<file path="src/rtl/sample_playback_reader.sv">
// Sequential sample-ROM reader: fetches one word at a time from the sample ROM,
// keeps a single prefetched word and hands it to the audio path on each
// sample_tick. Supports restart, stop, optional looping and underrun flagging.
module sample_playback_reader #(
  parameter int unsigned ADDR_W     = 16,
  parameter int unsigned DATA_W     = 16,
  parameter int unsigned NUM_WORDS  = 48384,
  parameter int unsigned START_ADDR = 0,
  parameter bit          LOOP       = 1'b0
) (
  input  logic                clk,
  input  logic                reset,
  input  logic                trigger,
  input  logic                stop,
  input  logic                sample_tick,
  output logic [ADDR_W-1:0]   mem_address,
  output logic                mem_chipselect,
  output logic                mem_clken,
  output logic                mem_write,
  output logic [DATA_W/8-1:0] mem_byteenable,
  input  logic [DATA_W-1:0]   mem_readdata,
  output logic [DATA_W-1:0]   sample_out,
  output logic                sample_valid,
  output logic                busy,
  output logic                done,
  output logic                underrun
);

  localparam logic [1:0] ST_IDLE  = 2'd0;
  localparam logic [1:0] ST_FETCH = 2'd1;
  localparam logic [1:0] ST_WAIT  = 2'd2;
  localparam logic [1:0] ST_FULL  = 2'd3;

  // Last address computed wide so an overflowing configuration is caught.
  localparam logic [63:0]       LAST_WIDE = 64'(START_ADDR) + 64'(NUM_WORDS) - 64'd1;
  localparam logic [ADDR_W-1:0] START_A   = ADDR_W'(START_ADDR);
  localparam logic [ADDR_W-1:0] LAST_A    = LAST_WIDE[ADDR_W-1:0];

  if ((NUM_WORDS == 32'd0) || (LAST_WIDE >= (64'd1 << ADDR_W))) begin : g_bad_cfg
    $error("sample_playback_reader: playback range does not fit in ADDR_W");
  end

  logic [1:0]        state_r;
  logic [ADDR_W-1:0] ptr_r;
  logic [DATA_W-1:0] buf_r;
  logic              buf_last_r;
  logic [ADDR_W-1:0] mem_address_r;
  logic              mem_chipselect_r;
  logic [DATA_W-1:0] sample_out_r;
  logic              sample_valid_r;
  logic              busy_r;
  logic              done_r;
  logic              underrun_r;

  logic              last_word_s;
  logic [ADDR_W-1:0] ptr_next_s;
  logic              final_tick_s;

  // Address advance: wrap back to the first word after the last one.
  always_comb begin
    last_word_s  = (ptr_r == LAST_A);
    final_tick_s = buf_last_r & ~LOOP;
    if (last_word_s) begin
      ptr_next_s = START_A;
    end else begin
      ptr_next_s = ptr_r + ADDR_W'(1);
    end
  end

  // Playback FSM with registered bus strobes and sample outputs; stop beats trigger beats tick.
  always_ff @(posedge clk) begin
    if (reset) begin
      state_r          <= ST_IDLE;
      ptr_r            <= START_A;
      buf_r            <= {DATA_W{1'b0}};
      buf_last_r       <= 1'b0;
      mem_address_r    <= {ADDR_W{1'b0}};
      mem_chipselect_r <= 1'b0;
      sample_out_r     <= {DATA_W{1'b0}};
      sample_valid_r   <= 1'b0;
      busy_r           <= 1'b0;
      done_r           <= 1'b0;
      underrun_r       <= 1'b0;
    end else begin
      sample_valid_r   <= 1'b0;
      done_r           <= 1'b0;
      mem_chipselect_r <= 1'b0;
      if (stop) begin
        state_r      <= ST_IDLE;
        busy_r       <= 1'b0;
        sample_out_r <= {DATA_W{1'b0}};
      end else if (trigger) begin
        // Restart from the top; any read still in flight is simply ignored.
        state_r          <= ST_FETCH;
        ptr_r            <= START_A;
        busy_r           <= 1'b1;
        underrun_r       <= 1'b0;
        mem_chipselect_r <= 1'b1;
        mem_address_r    <= START_A;
      end else begin
        case (state_r)
          ST_IDLE: begin
            if (sample_tick) begin
              sample_out_r <= {DATA_W{1'b0}};
            end
          end
          ST_FETCH: begin
            state_r <= ST_WAIT;
            if (sample_tick) begin
              underrun_r <= 1'b1;
            end
          end
          ST_WAIT: begin
            buf_r      <= mem_readdata;
            buf_last_r <= last_word_s;
            ptr_r      <= ptr_next_s;
            state_r    <= ST_FULL;
            if (sample_tick) begin
              underrun_r <= 1'b1;
            end
          end
          ST_FULL: begin
            if (sample_tick) begin
              sample_out_r   <= buf_r;
              sample_valid_r <= 1'b1;
              if (final_tick_s) begin
                state_r <= ST_IDLE;
                busy_r  <= 1'b0;
                done_r  <= 1'b1;
              end else begin
                state_r          <= ST_FETCH;
                mem_chipselect_r <= 1'b1;
                mem_address_r    <= ptr_r;
              end
            end
          end
          default: begin
            state_r <= ST_IDLE;
          end
        endcase
      end
    end
  end

  assign mem_address    = mem_address_r;
  assign mem_chipselect = mem_chipselect_r;
  assign mem_clken      = 1'b1;
  assign mem_write      = 1'b0;
  assign mem_byteenable = {(DATA_W/8){1'b1}};
  assign sample_out     = sample_out_r;
  assign sample_valid   = sample_valid_r;
  assign busy           = busy_r;
  assign done           = done_r;
  assign underrun       = underrun_r;

endmodule
</file>
<file path="config.mk">
export PLATFORM = sky130hd
export DESIGN_NAME = sample_playback_reader
export DESIGN_NICKNAME = d
export VERILOG_FILES = /design/src/rtl/sample_playback_reader.sv
export SDC_FILE = /design/constraint.sdc
export NUM_CORES = 1
export LEC_CHECK = 0
export BUFFER_PORTS_ARGS = -buffer_cell sky130_fd_sc_hd__buf_4
export CAP_MARGIN = 10
export CORE_ASPECT_RATIO = 1.2
export CORE_UTILIZATION = 40
export DETAILED_ROUTE_END_ITERATION = 6
export PLACE_DENSITY_LB_ADDON = 0.15
export SYNTH_ARGS = -nofsm -noshare
export SYNTH_HDL_FRONTEND = slang
export SYNTH_SLANG_ARGS = --single-unit
</file>
<file path="constraint.sdc">
create_clock -name clk -period 3 [get_ports clk]
set_input_delay 0 -clock clk [delete_from_list [all_inputs] [get_ports clk]]
set_output_delay 0 -clock clk [all_outputs]
set_load 0.03 [all_outputs]
</file>
==> out/qor.yml <==
setup_path:
  r2r_cells: 6
  required_ns: 3.23
  endpoint_kind: "register"
  cpMaxStageDelayCell: "dfxtp_1"
  max_stage_delay_ns: 0.47
  regToRegEndpoint: "ptr_r[5]"
  cp_num_buf_inv: 1
  crit_chain: "ha_1, and3_1, nand4_1, buf_4, a41oi_1, a31oi_1"
  worstReg2RegStart: "ptr_r[0]"
  crit_fanout: 14
  r2r_slack_ns: 0.85
  startpoint_type: "register"
  cp_data_arrival_time_ns: 2.38
  worstSetupPathType: "register to register"
  path_delay_family: "simple AND/OR/NAND/NOR gates"
floorplanning:
  core_um2: 7274
  die_x_um: 81.28
  die_height_um: 97.13
  io_pins: 62
  die_area_um2: 7894
  initial_core_util_pct: 41.47
  rows: 34
clock_network:
  postCtsSetupRepairBufs: 0
  clockBufferDepth: 2
  clk_latency_ns: 0.36
  hold_buffers: 17
  cts_sinks: 72
  htreeDepth: 3
  cts_tree: "yes"
  cts_buffers: 9
  clock-root-buffer: "clkbuf_8"
  cts_resized: 0
  clk_pin_slew_ns: 0.09
timing:
  final_hold_viol_count: 0
  relSlewSlack_pct: 46.75
  skew_ns: 0.01074
  fmax_mhz: 466.1
  layout_min_cycle_time_ns: 2.145
  setup_viol: 0
  fin_tns_setup_ns: 0
  rsz0062_at_grt: "no"
  whs_ns: 0.03732
  finalCritPeriodShare_pct: 71.51
  slew_viol_final: 0
  tightest_slew_ns: 0.7988
detailed_routing:
  dr.pass1.iters: 4
  routed.top_layer: "met4"
  wl_met2_mm: 3.673
  wl_per_cell_um: 15.39
  vias: 2551
  wl_met3_um: 297
  wl_mm: 7.417
  wl_met1_mm: 3.327
  via_per_inst: 5.293
  drc: 0
  ant_nets: 0
  drt_iter0_markers: 139
min_path:
  hp-start: "sample_tick"
  holdPathEnd: "underrun"
  hp-class: "primary input to register"
  hold_path_depth: 3
layout:
  layoutNonFillerInstCount: 482
  diodes: 0
  nNetsFinal: 414
  drive_above_1_share_pct: 22.96
  syn_to_final_growth_pct: 24.76
global_routing:
  grtUsageTotal_pct: 20.42
  grt_pass1_wl_mm: 12.32
  antenna_found_initial: 0
  grt_pass1_vias: 2488
  overflow: 0
  grt_max_degree: 42
synth:
  synthArstFlopShare_pct: 0
  synth.distinct_cells: 60
  synth-seq-cells: 72
  avgSynthCellArea_um2: 9.225
  synth_edf_count: 0
  yosys_warnings: 0
  yosysSeqAreaShare_pct: 47.78
  synth_area_um2: 3017
  syn_inst: 327
  ys.flop_type: "dfxtp_1"
placement:
  hpwl_mm: 4.790
  portBuffers: 57
  dp.cells: 449
  gp_congestion: 0.7850
power_and_ir_drop:
  p_leak_nw: 1.447
  switching_share_pct: 26.83
  seqPwrFrac_pct: 53.2
  intPower_mw: 1.321
  clockPowerShare_pct: 41.1
  vdd_drop_max_uv: 396.4
  p_comb_share_pct: 5.8
  p_sw_uw: 484.3
  p_per_area_nw_per_um2: 479.6
flow_run:
  cap_violations: 0
run_status:
  status: "finished, final reports clean"
==> Yosys cell counts, types with 2 or more instances <==
cell type  instances  share of area, %
buf_4              5               1.2
o21ai_1            2              0.33
inv_1              8               1.0
and3_1             5               1.0
and2_1             2              0.41
nand2_1           42               5.2
nand2b_1           2              0.41
a22o_1            12               3.5
buf_1              2              0.25
o21ai_0            2              0.33
or4_1              2              0.50
a22oi_1           20               5.0
buf_2             12               2.0
mux2i_1            2              0.66
ha_1               6               2.5
or3_1              3              0.62
a31oi_1           12               2.5
dfxtp_1           72                48
a41oi_1            2              0.58
clkbuf_2           2              0.33
buf_6              4               1.5
nand4_1            4              0.83
conb_1             2              0.25
nand3_1            9               1.5
nor2_1            27               3.4
a21oi_1           21               3.5
o211ai_1           3              0.75
o2111ai_1          2              0.58
o211ai_2           2              0.83
clkbuf_1           5              0.62
nand3b_1           4               1.0
==> power groups by stage <==
stage,Clock (mW),Sequential [mW],Combinational [mW]
2_1_floorplan,0,0.985,0.0497
3_3_place_gp,0,0.983,0.0846
3_5_place_dp,0,0.983,0.0852
4_1_cts,0.754,0.960,0.104
5_1_grt,0.792,0.961,0.114
6_report,0.741,0.960,0.104
==> routing by layer <==
| metal | global-route usage (%) | vias to the layer above |
|---|---|---|
| met5 | 0 | - |
| met4 | 9.341 | 0 |
| met3 | 3.756 | 9 |
| met2 | 33.33 | 57 |
| met1 | 25.44 | 1201 |
| li1 | - | 1284 |
==> per-stage QoR <==
step	cell area [µm²]	worst slack, ns	total power [mW]	utilization, %
3_3_place_gp	3408	0.8727	1.067	46.85
6_report	3764	0.8546	1.805	51.74
4_1_cts	3764	0.8438	1.818	51.74
3_5_place_dp	3408	0.8665	1.068	46.85
5_1_grt	3764	0.6313	1.866	51.74
2_1_floorplan	3024	1.369	1.035	-
==> worst max path at each step <==
stage | cells after the start | start | slack [ns] | to
4_1_cts | 6 | ptr_r[0] | 0.84 | ptr_r[5]
2_1_floorplan | 7 | state_r[0] | 1.37 | ptr_r[6]
3_3_place_gp | 6 | ptr_r[0] | 0.87 | ptr_r[5]
3_5_place_dp | 6 | state_r[0] | 0.87 | ptr_r[15]
6_report | 6 | ptr_r[0] | 0.85 | ptr_r[5]
5_1_grt | 6 | ptr_r[0] | 0.63 | ptr_r[15]
==> cell usage in the layout, fill, tap and decap left out, types with 2 or more instances in the layout <==
cell type,netlist,final
a21oi_1,21,21
a22o_1,12,12
a22oi_1,20,20
a31oi_1,12,12
a41oi_1,2,2
and2_1,2,2
and3_1,5,5
buf_4,5,60
clkbuf_8,0,9
clkinvlp_4,0,2
conb_1,2,4
dfxtp_1,72,72
dlygate4sd3_1,0,17
ha_1,6,6
inv_1,8,8
inv_6,0,4
mux2i_1,2,2
nand2_1,42,42
nand2b_1,2,2
nand3_1,9,9
nand3b_1,4,4
nand4_1,4,4
nor2_1,27,27
o2111ai_1,2,2
o211ai_1,3,3
o211ai_2,2,2
o21ai_0,2,2
o21ai_1,2,2
or3_1,3,3
or4_1,2,2
==> sequential cells by signal (all words and copies together), names as in the netlist <==
register and count:
buf_last_r 1, state_r 2, done 1, buf_r 16, mem_chipselect 1, sample_out 16, underrun 1, mem_address 16
ptr_r 16, busy 1, sample_valid 1
==> cell type report <==
type	count	area, µm²
Sequential cell	72	1441
Tap cell	90	112.6
Clock inverter	7	61.31
Timing Repair Buffer	77	620.6
Clock buffer	9	123.9
Multi-Input combinational cell	219	1374
Fill cell	684	3511
Inverter	8	30.03
==> cell families (layout without fill, tap and decap cells) <==
kind of cell | after synthesis | count (layout) | share of synthesized area [%]
mux | 2 | 2 | 0.6637
compound gates | 91 | 91 | 21.57
simple gates | 115 | 115 | 20.03
other cells | 2 | 4 | 0.2490
fa+ha+maj | 6 | 6 | 2.489
buf+inv | 38 | 101 | 6.927
flops | 72 | 72 | 47.78
xor+xnor | 1 | 1 | 0.2904
==> tightest hold or removal path: cells and delay by family <==
kind / cells / cell delay (ns)
buf+inv: 1 / 0.14
compound gates: 2 / 0.21
Note: power is estimated with default switching activity, not from simulation.
